### config.mk
export PLATFORM = sky130hd
export DESIGN_NAME = min_index_tree_flat
export DESIGN_NICKNAME = d
export VERILOG_FILES = /design/src/rtl/min_index_pkg.sv /design/src/rtl/min_index_tree_if.sv /design/src/rtl/min_index_stage.sv /design/src/rtl/min_index_tree.sv /design/src/flat_wrapper.sv
export SDC_FILE = /design/constraint.sdc
export NUM_CORES = 1
export LEC_CHECK = 0
export CAP_MARGIN = 0
export CORE_MARGIN = 2
export CORE_UTILIZATION = 25
export DETAILED_ROUTE_END_ITERATION = 10
export MAX_ROUTING_LAYER = met4
export SYNTH_ARGS = -nofsm -noshare
export SYNTH_HDL_FRONTEND = slang
export SYNTH_HIERARCHICAL = 1
export SYNTH_SLANG_ARGS = --single-unit
### constraint.sdc
create_clock -name iClock -period 5.65 [get_ports iClock]
set_clock_uncertainty 0.15 [all_clocks]
set_input_delay 1.13 -clock iClock [delete_from_list [all_inputs] [get_ports iClock]]
set_output_delay 1.13 -clock iClock [all_outputs]
set_load 0.1 [all_outputs]
### src/rtl/min_index_pkg.sv
`default_nettype none
// +----------------------------------------------------------------------+
// | Package : min_index_pkg                                              |
// | Brief   : Width helpers for the pipelined arg-min tree: stage count, |
// |           index widths and per-level survivor counts/offsets.        |
// | Rev     : 1.0  initial release                                       |
// +----------------------------------------------------------------------+
package min_index_pkg;

   // Smallest r such that 2**r >= value (0 for value <= 1).
   function automatic int clog2(input int value);
      int r;
      r = 0;
      while ((1 << r) < value) r++;
      return r;
   endfunction

   function automatic int max1(input int value);
      return (value < 1) ? 1 : value;
   endfunction

   // Number of registered compare levels needed to reduce n costs to one.
   function automatic int tree_stages(input int n);
      return clog2(n);
   endfunction

   // Width of the global index group*N + local.
   function automatic int index_width(input int n, input int groups);
      return max1(clog2(n * groups));
   endfunction

   function automatic int group_width(input int groups);
      return max1(clog2(groups));
   endfunction

   function automatic int local_width(input int n);
      return max1(clog2(n));
   endfunction

   // Survivors entering level s: ceil(n / 2**s), identical to repeated ceil halving.
   function automatic int level_count(input int n, input int s);
      return (n + (1 << s) - 1) >> s;
   endfunction

   // Position of level s inside the flattened all-levels bus.
   function automatic int level_offset(input int n, input int s);
      int sum;
      sum = 0;
      for (int t = 0; t < s; t++) sum += level_count(n, t);
      return sum;
   endfunction

endpackage
`default_nettype wire

### src/rtl/min_index_tree_if.sv
`default_nettype none
// +----------------------------------------------------------------------+
// | Interface : min_index_tree_if                                        |
// | Brief     : Cost beat in, arg-min result out.                        |
// | Rev       : 1.0  initial release                                     |
// +----------------------------------------------------------------------+
interface min_index_tree_if #(
   parameter int N          = 12,
   parameter int W          = 28,
   parameter int MAX_GROUPS = 1
);
   import min_index_pkg::*;

   localparam int c_iw = index_width(N, MAX_GROUPS);

   logic              iValid;
   logic              iLast;
   logic [N*W-1:0]    iIn;
   logic              oValid;
   logic [c_iw-1:0]   oMinimum;
   logic [W-1:0]      oValue;
   logic              oOverflow;

   modport master (
      output iValid, iLast, iIn,
      input  oValid, oMinimum, oValue, oOverflow
   );

   modport slave (
      input  iValid, iLast, iIn,
      output oValid, oMinimum, oValue, oOverflow
   );

endinterface
`default_nettype wire

### src/rtl/min_index_stage.sv
`default_nettype none
// +----------------------------------------------------------------------+
// | Module : min_index_stage                                             |
// | Brief  : One registered pairwise-reduce level of the arg-min tree.   |
// |          M survivors in, ceil(M/2) out; odd leftover passes through. |
// | Rev    : 1.0  initial release                                        |
// +----------------------------------------------------------------------+
module min_index_stage #(
   parameter int M  = 2,
   parameter int W  = 8,
   parameter int XW = 1
) (
   input  logic                      iClock,
   input  logic                      iReset,
   input  logic                      iEnable,
   input  logic                      iValid,
   input  logic                      iLast,
   input  logic [M*W-1:0]            iValues,
   input  logic [M*XW-1:0]           iIndices,
   output logic                      oValid,
   output logic                      oLast,
   output logic [((M+1)/2)*W-1:0]    oValues,
   output logic [((M+1)/2)*XW-1:0]   oIndices
);

   localparam int c_q = (M + 1) / 2;

   logic [c_q*W-1:0]  w_values;
   logic [c_q*XW-1:0] w_indices;
   logic              r_valid;
   logic              r_last;
   logic [c_q*W-1:0]  r_values;
   logic [c_q*XW-1:0] r_indices;

   for (genvar j = 0; j < M / 2; j++) begin : g_pair
      logic [W-1:0] w_left;
      logic [W-1:0] w_right;
      logic         w_right_wins;

      assign w_left       = iValues[2*j*W +: W];
      assign w_right      = iValues[(2*j+1)*W +: W];
      // Strict compare: on a tie the left (lower) index survives.
      assign w_right_wins = (w_right < w_left);
      assign w_values[j*W +: W]    = w_right_wins ? w_right : w_left;
      assign w_indices[j*XW +: XW] = w_right_wins ? iIndices[(2*j+1)*XW +: XW]
                                                  : iIndices[2*j*XW +: XW];
   end

   if ((M % 2) != 0) begin : g_odd
      assign w_values[(c_q-1)*W +: W]    = iValues[(M-1)*W +: W];
      assign w_indices[(c_q-1)*XW +: XW] = iIndices[(M-1)*XW +: XW];
   end

   // Level register; last is only meaningful on a valid beat.
   always_ff @(posedge iClock) begin
      if (iReset) begin
         r_valid   <= 1'b0;
         r_last    <= 1'b0;
         r_values  <= '0;
         r_indices <= '0;
      end else if (iEnable) begin
         r_valid   <= iValid;
         r_last    <= iValid & iLast;
         r_values  <= w_values;
         r_indices <= w_indices;
      end
   end

   assign oValid   = r_valid;
   assign oLast    = r_last;
   assign oValues  = r_values;
   assign oIndices = r_indices;

endmodule
`default_nettype wire

### src/rtl/min_index_tree.sv
`default_nettype none
// +----------------------------------------------------------------------+
// | Module : min_index_tree                                              |
// | Brief  : Pipelined arg-min over N costs per beat with an optional    |
// |          running minimum across up to MAX_GROUPS beats per search.   |
// | Rev    : 1.0  initial release                                        |
// +----------------------------------------------------------------------+
module min_index_tree #(
   parameter int N          = 12,
   parameter int W          = 28,
   parameter int MAX_GROUPS = 1
) (
   input  logic             iClock,
   input  logic             iReset,
   input  logic             iEnable,
   min_index_tree_if.slave  bus
);
   import min_index_pkg::*;

   localparam int c_l     = tree_stages(N);
   localparam int c_iw    = index_width(N, MAX_GROUPS);
   localparam int c_gw    = group_width(MAX_GROUPS);
   localparam int c_lw    = local_width(N);
   localparam int c_total = level_offset(N, c_l + 1);
   localparam int c_root  = level_offset(N, c_l);

   localparam logic [c_iw-1:0] c_n_iw      = c_iw'(N);
   localparam logic [c_gw-1:0] c_grp_max   = c_gw'(MAX_GROUPS - 1);

   // All tree levels flattened: level 0 is the raw beat, level c_l the single winner.
   logic [c_total*W-1:0]    w_lvl_values;
   logic [c_total*c_lw-1:0] w_lvl_indices;
   logic [c_l:0]            w_lvl_valid;
   logic [c_l:0]            w_lvl_last;

   assign w_lvl_values[N*W-1:0] = bus.iIn;
   assign w_lvl_valid[0]        = bus.iValid;
   assign w_lvl_last[0]         = bus.iLast;

   for (genvar k = 0; k < N; k++) begin : g_leaf
      assign w_lvl_indices[k*c_lw +: c_lw] = c_lw'(k);
   end

   for (genvar s = 0; s < c_l; s++) begin : g_level
      localparam int c_m   = level_count(N, s);
      localparam int c_q   = level_count(N, s + 1);
      localparam int c_in  = level_offset(N, s);
      localparam int c_out = level_offset(N, s + 1);

      min_index_stage #(
         .M  (c_m),
         .W  (W),
         .XW (c_lw)
      ) u_stage (
         .iClock   (iClock),
         .iReset   (iReset),
         .iEnable  (iEnable),
         .iValid   (w_lvl_valid[s]),
         .iLast    (w_lvl_last[s]),
         .iValues  (w_lvl_values[c_in*W +: c_m*W]),
         .iIndices (w_lvl_indices[c_in*c_lw +: c_m*c_lw]),
         .oValid   (w_lvl_valid[s+1]),
         .oLast    (w_lvl_last[s+1]),
         .oValues  (w_lvl_values[c_out*W +: c_q*W]),
         .oIndices (w_lvl_indices[c_out*c_lw +: c_q*c_lw])
      );
   end

   logic [W-1:0]    w_tree_value;
   logic [c_lw-1:0] w_tree_index;
   logic            w_tree_valid;
   logic            w_tree_last;
   logic [c_iw-1:0] w_cand_index;
   logic            w_first;
   logic            w_take;

   logic [W-1:0]    r_acc_value;
   logic [c_iw-1:0] r_acc_index;
   logic [c_gw-1:0] r_grp;
   logic            r_ovf;
   logic            r_out_valid;
   logic [c_iw-1:0] r_out_index;
   logic [W-1:0]    r_out_value;
   logic            r_out_ovf;

   assign w_tree_value = w_lvl_values[c_root*W +: W];
   assign w_tree_index = w_lvl_indices[c_root*c_lw +: c_lw];
   assign w_tree_valid = w_lvl_valid[c_l];
   assign w_tree_last  = w_lvl_last[c_l];

   assign w_cand_index = (c_iw'(r_grp) * c_n_iw) + c_iw'(w_tree_index);
   // With MAX_GROUPS=1 grp never leaves 0, so the overflow flag is what marks
   // later beats of an over-long search as no longer the first.
   assign w_first      = (r_grp == '0) && !r_ovf;
   assign w_take       = w_first || (w_tree_value < r_acc_value);

   // Running minimum across groups; publishes and re-arms on the last beat.
   always_ff @(posedge iClock) begin
      if (iReset) begin
         r_acc_value <= '1;
         r_acc_index <= '0;
         r_grp       <= '0;
         r_ovf       <= 1'b0;
         r_out_valid <= 1'b0;
         r_out_index <= '0;
         r_out_value <= '0;
         r_out_ovf   <= 1'b0;
      end else if (iEnable) begin
         r_out_valid <= 1'b0;
         if (w_tree_valid) begin
            if (w_tree_last) begin
               r_out_valid <= 1'b1;
               r_out_index <= w_take ? w_cand_index : r_acc_index;
               r_out_value <= w_take ? w_tree_value : r_acc_value;
               r_out_ovf   <= r_ovf;
               r_acc_value <= '1;
               r_acc_index <= '0;
               r_grp       <= '0;
               r_ovf       <= 1'b0;
            end else begin
               if (w_take) begin
                  r_acc_value <= w_tree_value;
                  r_acc_index <= w_cand_index;
               end
               if (r_grp == c_grp_max) begin
                  r_ovf <= 1'b1;
               end else begin
                  r_grp <= r_grp + 1'b1;
               end
            end
         end
      end
   end

   assign bus.oValid    = r_out_valid;
   assign bus.oMinimum  = r_out_index;
   assign bus.oValue    = r_out_value;
   assign bus.oOverflow = r_out_ovf;

endmodule
`default_nettype wire

### src/flat_wrapper.sv
// flat-port wrapper written by rule: the top's interface ports become plain ports
module min_index_tree_flat import min_index_pkg::*;
#(
   parameter int N          = 12,
   parameter int W          = 28,
   parameter int MAX_GROUPS = 1
)
  (iClock, iReset, iEnable, bus_iValid, bus_iLast, bus_iIn, bus_oValid, bus_oMinimum, bus_oValue, bus_oOverflow);
  min_index_tree_if #(.N(N), .W(W), .MAX_GROUPS(MAX_GROUPS)) bus_i ();
  input  logic iClock;
  input  logic iReset;
  input  logic iEnable;
  input wire logic [$bits(bus_i.iValid)-1:0] bus_iValid;
  input wire logic [$bits(bus_i.iLast)-1:0] bus_iLast;
  input wire logic [$bits(bus_i.iIn)-1:0] bus_iIn;
  output wire logic [$bits(bus_i.oValid)-1:0] bus_oValid;
  output wire logic [$bits(bus_i.oMinimum)-1:0] bus_oMinimum;
  output wire logic [$bits(bus_i.oValue)-1:0] bus_oValue;
  output wire logic [$bits(bus_i.oOverflow)-1:0] bus_oOverflow;
  assign bus_i.iValid = bus_iValid;
  assign bus_i.iLast = bus_iLast;
  assign bus_i.iIn = bus_iIn;
  assign bus_oValid = bus_i.oValid;
  assign bus_oMinimum = bus_i.oMinimum;
  assign bus_oValue = bus_i.oValue;
  assign bus_oOverflow = bus_i.oOverflow;
  min_index_tree #(.N(N), .W(W), .MAX_GROUPS(MAX_GROUPS)) u_core (.iClock(iClock), .iReset(iReset), .iEnable(iEnable), .bus(bus_i));
endmodule
==> flow_summary.json, run 1 <==
{
  "overflow": 0,
  "cts_resized": 0,
  "async_reset_ff_share_pct": 0,
  "cts_hold_buf": 0,
  "synth-main-ff-cell": "dfxtp_1",
  "drt_wl_total_mm": 100.4,
  "post-cts-setup-buffers": 0,
  "insertion_delay_ns": 0.63,
  "busiest_layer": "met2",
  "numCtsBuffers": 57,
  "fp.coreArea_sq_um": 119500,
  "fin_setup_tns_ns": 0,
  "cts_tree": "yes",
  "die_x_um": 350.3,
  "met3_usage_pct": 2.041,
  "use_met1_pct": 20.85,
  "synth_top_area_share_pct": 30.65,
  "start_kind": "input pin",
  "grt_max_degree": 219,
  "p_leak_uw": 0.01488,
  "nets": 4543,
  "worst_slack_ns": 1.715,
  "cts-root-buf": "clkbuf_16",
  "cp_max_fo": 32,
  "cts.sinks": 459,
  "design_area_sq_um": 36840,
  "max-slew-margin-rel_pct": 15.49,
  "fp-row-count": 127,
  "syn_area_per_cell_sq_um": 8.181,
  "yosysTopAreaCell": "dfxtp_1",
  "drt_iter0_drc": 1900,
  "hp-class": "register to register",
  "cts_buffer_depth": 3,
  "reg2reg_depth": 7,
  "grtUsageTotal_pct": 16.24,
  "fin_crit_ns": 3.935,
  "vias_per_cell": 5.039,
  "synth_edf_count": 0,
  "tightest_slew_ns": 1.266,
  "worst_r2r_endpoint": "u_core/g_level[1].u_stage/oValues[60]",
  "wl_per_cell_um": 18.12,
  "r2r_start": "u_core/g_level[0].u_stage/oValues[135]",
  "fmax_mhz": 254.1,
  "initial_core_util_pct": 25.09,
  "synthesis.instances": 3665,
  "synth_seq_cells": 459,
  "end_kind": "register",
  "hold_viol_final": 0,
  "vias": 27916,
  "antenna_found_initial": 6,
  "finalSetupViolCount": 0,
  "syn2layout_area_growth_pct": 22.85,
  "worstPathRequired_ns": 5.94,
  "use_met2_pct": 26.81,
  "ys_seq_area_share_pct": 30.65,
  "grt_pass1_vias": 26576,
  "synth_area_leaders": "dfxtp_1 31%, ha_1 14%, a211oi_1 5.8%, nor2_1 5.2%, inv_1 4.7%",
  "die_y_um": 350.3,
  "endpoint": "u_core/g_level[0].u_stage/oValues[149]",
  "worstSetupPathType": "input pin to register",
  "placed_cell_area_sq_um": 34800,
  "post-route-util_pct": 30.83,
  "outcome": "finished clean",
  "drv_cap": 0,
  "worst_ep_arrival_time_ns": 4.23,
  "ant_nets": 0,
  "r2r_slack_ns": 1.79,
  "dpl.cell_count": 5431,
  "yosysWarnings": 6,
  "route.detailed.drc": 0,
  "cts-htree-levels": 2,
  "grt_pass1_wl_mm": 154.6,
  "die-area_sq_um": 122700,
  "drt_first_pass_iters": 5,
  "ir_drop_mv": 0.2256,
  "path_clk_slew_ns": 0.06,
  "slew_violations": 0,
  "synth_area_sq_um": 29980,
  "place_congestion": 0.8634,
  "layout-drive-gt1-share_pct": 5.074,
  "post-dp-hpwl_mm": 73.11,
  "powerDensity_nw_per_um2": 270.3,
  "startpoint": "bus_iIn[307]",
  "post-place-ws_ns": 1.128,
  "rsz0062_at_grt": "false",
  "instances_no_fill": 5540,
  "io_pins": 375,
  "finalCritPeriodShare_pct": 69.65,
  "synth_cell_types": 81,
  "io_buffers": 374
}
## synth_stat cells (70+ instances only)
library cell,instances
a311oi_1,128
nand3_1,182
nand4_1,70
dfxtp_1,459
inv_1,377
nand2_1,122
a211oi_1,233
nor2_1,416
clkbuf_1,205
o21a_1,70
ha_1,324
a21oi_1,148
o21ai_0,248
## power by group
group          total (uW)  switching (uW)  internal (uW)
Clock                3960            1520           2440
Combinational        2190            1260            927
Sequential           3810             323           3490
## through the flow
stage	power (uW)	hold slack [ns]
global placement	6006	0.2886
detailed placement	6056	0.3046
global route	10490	0.3478
CTS	10070	0.3186
finish	9958	0.3182
floorplan	5287	0.2913
## worst min path at each step
stage	from	to	slack, ns	depth (start not counted)
finish	u_core/bus.oValid	u_core/bus.oValid	0.32	1
global route	u_core/r_acc_index[3]	u_core/r_acc_index[3]	0.35	2
global placement	u_core/bus.oValid	u_core/bus.oValid	0.29	1
CTS	u_core/g_level[0].u_stage/oLast	u_core/g_level[0].u_stage/oLast	0.32	2
floorplan	u_core/g_level[0].u_stage/oLast	u_core/g_level[0].u_stage/oLast	0.29	2
detailed placement	u_core/bus.oValid	u_core/bus.oValid	0.30	1
## logic make-up after synthesis
family | Yosys count | share of synthesized area (%)
AO/OA/AOI/OAI | 1238 | 29.77
AND/OR/NAND/NOR | 891 | 13.80
buffers and inverters | 683 | 9.965
flip-flops | 459 | 30.65
adder cells (fa/ha/maj) | 324 | 13.52
multiplexers | 68 | 2.270
other | 2 | 0.02505
## worst max-delay path: stages
cell and delay [ns]:
clkdlybuf4s50_1 0.55, inv_1 0.07, ha_1 0.35, nand4_2 0.17
nor3_1 0.09, a2111oi_2 0.38, nand3_1 0.91, o21ai_0 0.46
a311oi_1 0.14
## sequential cells by signal (all words and copies together), names as in the netlist
signal	cells
u_core/r_acc_value	28
u_core/g_level.u_stage/oLast	4
u_core/g_level.u_stage/oValues	336
u_core/bus.oValid	1
u_core/bus.oOverflow	1
u_core/bus.oMinimum	4
u_core/r_ovf	1
u_core/bus.oValue	28
u_core/g_level.u_stage/oValid	4
u_core/r_acc_index	4
u_core/g_level.u_stage/oIndices	48
## routing by layer
metal / up-vias / wire length [um]
met5: - / 0
met4: 0 / 2381
met3: 138 / 4598
met2: 672 / 48240
met1: 13250 / 45170
li1: 13856 / -
## layout by cell type (no fill, tap or decap), types with 48 or more instances in the layout
cell type	instances
conb_1	48
nor2_1	416
a311oi_1	128
ha_1	324
o21ai_0	247
mux2i_1	68
dfxtp_1	459
o21ai_1	53
a211oi_1	233
nand3_1	182
clkdlybuf4s50_1	372
inv_1	376
o21a_1	70
a21oi_1	146
nand4_1	70
clkbuf_16	59
o21bai_1	68
nand2_1	121
## layout make-up
| cell class | instances | area [sq um] |
|---|---|---|
| fillers | 12720 | 82660 |
| multi-input cells | 2569 | 18060 |
| flip-flops and latches | 459 | 9189 |
| repair buffers | 414 | 4116 |
| well taps | 1612 | 2017 |
| clock buffers | 80 | 1695 |
| inverters | 377 | 1415 |
| clock inverters | 23 | 325.3 |
| diodes | 6 | 15.01 |
Note: power is estimated with default switching activity, not from simulation.
==> run 2, diff against run 1 <==
==> constraint.sdc (replaced) <==
create_clock -name iClock -period 3.2 [get_ports iClock]
set_clock_uncertainty 0.15 [all_clocks]
set_input_delay 0.64 -clock iClock [delete_from_list [all_inputs] [get_ports iClock]]
set_output_delay 0.64 -clock iClock [all_outputs]
set_load 0.1 [all_outputs]
==> flow_summary.json, run 2 (synthesized netlist as in run 1, its figures left out) <==
{
  "outcome": "finished clean",
  "path_clk_slew_ns": 0.06,
  "ant_nets": 0,
  "die_x_um": 350.3,
  "post-dp-hpwl_mm": 79.74,
  "finalSetupViolCount": 0,
  "tightest_slew_ns": 1.082,
  "fp.coreArea_sq_um": 119500,
  "cp_max_fo": 33,
  "r2r_slack_ns": 0.13,
  "finalPower_uw": 18000,
  "worst_r2r_endpoint": "u_core/g_level[3].u_stage/oValues[14]",
  "cts_hold_buf": 0,
  "vias": 29032,
  "seq_power_share_pct": 37.1,
  "p_sw_uw": 5630,
  "startpoint": "u_core/g_level[2].u_stage/oValues[7]",
  "antenna_found_initial": 2,
  "numCtsBuffers": 56,
  "cts-htree-levels": 2,
  "hold_depth": 2,
  "fp-row-count": 127,
  "overflow": 0,
  "comb_power_share_pct": 24.3,
  "endpoint": "u_core/g_level[3].u_stage/oValues[14]",
  "drv_cap": 0,
  "reg2reg_depth": 8,
  "drt_first_pass_iters": 5,
  "io_pins": 375,
  "layout_commonest_cell": "dfxtp_1",
  "drt_iter0_drc": 2152,
  "post-cts-setup-buffers": 0,
  "switching_share_pct": 31.27,
  "powerDensity_nw_per_um2": 465.3,
  "max-slew-margin-rel_pct": 27.84,
  "wl_per_cell_um": 18.53,
  "ir_drop_mv": 0.3874,
  "intPower_uw": 12370,
  "grt_pass1_wl_mm": 163.7,
  "worst_ep_arrival_time_ns": 3.39,
  "finalCritPeriodShare_pct": 95.88,
  "cts-root-buf": "clkbuf_16",
  "rsz0062_at_grt": "false",
  "end_kind": "register",
  "slew_violations": 0,
  "cts_tree": "yes",
  "drt_wl_total_mm": 106.6,
  "grt_max_degree": 219,
  "hp-class": "input pin to register",
  "cts_buffer_depth": 3,
  "fmax_mhz": 325.9,
  "initial_core_util_pct": 25.09,
  "clockPowerShare_pct": 38.6,
  "start_kind": "register",
  "worstPathRequired_ns": 3.52,
  "insertion_delay_ns": 0.64,
  "largest_register_ffs": 336,
  "route.detailed.drc": 0,
  "place_congestion": 0.8887,
  "p_leak_uw": 0.01614,
  "vias_per_cell": 5.048,
  "grtUsageTotal_pct": 17.29,
  "layout-drive-gt1-share_pct": 10.78,
  "grt_pass1_vias": 27906,
  "die-area_sq_um": 122700,
  "io_buffers": 374,
  "post-route-util_pct": 32.38,
  "syn2layout_area_growth_pct": 29.03,
  "most-common-layout-cells": "459 x dfxtp_1, 416 x nor2_1, 376 x inv_1, 338 x clkdlybuf4s50_1, 324 x ha_1",
  "fin_crit_ns": 3.068,
  "nets": 4755,
  "hold_viol_final": 0,
  "die_y_um": 350.3,
  "cts.sinks": 459,
  "r2r_start": "u_core/g_level[2].u_stage/oValues[7]",
  "worstSetupPathType": "register to register"
}
[run 2: cell count changes in the layout (fill, tap and decap cells not counted), moves of 2 or more]
cell             delta
a2111oi_0           -2
a2111oi_1           +2
a21oi_2             +2
a21oi_4             -2
buf_12             +30
buf_4             +217
clkbuf_1            +2
clkdlybuf4s50_1    -34
clkinvlp_4          +2
diode_2             -4
[run 2: power by group through the flow]
stage / Sequential [uW] / Clock [uW] / Combinational [uW]
finish: 6680 / 6940 / 4370
global route: 6720 / 7340 / 4870
CTS: 6680 / 7120 / 4360
detailed placement: 6800 / 0 / 4330
global placement: 6800 / 0 / 4250
floorplan: 6520 / 0 / 2820
[run 2: cell type report]
type                       instances  area (sq um)
antenna                            2         5.005
clock buffer                      80          1664
clock inverter                    25         351.6
fill                           12637         80810
inverter                         377          1415
multi-input combinational       2569         18040
sequential                       459          9189
tap                             1612          2017
timing repair buffer             627          6006
[run 2: what timing repair did]
item / CTS / global route
resized for setup: 0 / 2
endpoints found under the setup margin: 0 / 2
hold endpoints to repair: 0 / 0
[run 2: critical path: stages, from the launching register on]
cell,delay [ns]
dfxtp_1,0.44
inv_1,0.07
ha_1,0.31
a21oi_1,0.15
nor2_1,0.05
or3_1,0.35
a221o_2,0.58
a2111oi_1,0.63
a211oi_1,0.15
[run 2: per-layer routing]
layer,part of all wire [%],GRT usage (%)
met5,0,-
met4,2.9,5.115
met3,4.9,2.158
met2,47,27.65
met1,46,22.74
[run 2: worst min path at each step]
stage | from | end | slack [ns]
6_report | iReset | u_core/g_level[2].u_stage/oValid | 0.24
5_1_grt | iReset | u_core/g_level[2].u_stage/oValid | 0.23
4_1_cts | iReset | u_core/g_level[2].u_stage/oValid | 0.19
3_5_place_dp | u_core/bus.oValid | u_core/bus.oValid | 0.29
3_3_place_gp | u_core/bus.oValid | u_core/bus.oValid | 0.28
2_1_floorplan | u_core/g_level[0].u_stage/oLast | u_core/g_level[0].u_stage/oLast | 0.29
[run 2: stage by stage]
step	worst slack, ns	TNS [ns]	hold slack (ns)	instance area [sq um]	instances
2_1_floorplan	0.5402	0	0.2913	30160	3711
3_3_place_gp	-0.2934	-21.89	0.2848	36670	5644
3_5_place_dp	-0.2875	-23.58	0.2915	36670	5644
4_1_cts	0.1234	0	0.1930	38680	5749
5_1_grt	0.00002531	0	0.2258	38690	5751
6_report	0.1317	0	0.2447	38690	5751
==> run 3, diff against run 2 <==
--- a/config.mk
+++ b/config.mk
@@ -9,6 +9,7 @@
 export CORE_MARGIN = 2
 export CORE_UTILIZATION = 25
 export DETAILED_ROUTE_END_ITERATION = 10
+export GPL_ROUTABILITY_DRIVEN = 0
 export MAX_ROUTING_LAYER = met4
 export SYNTH_ARGS = -nofsm -noshare
 export SYNTH_HDL_FRONTEND = slang
==> results of run 3 <==
Same layout as run 2: the final DEF is identical, and so are final timing and power.
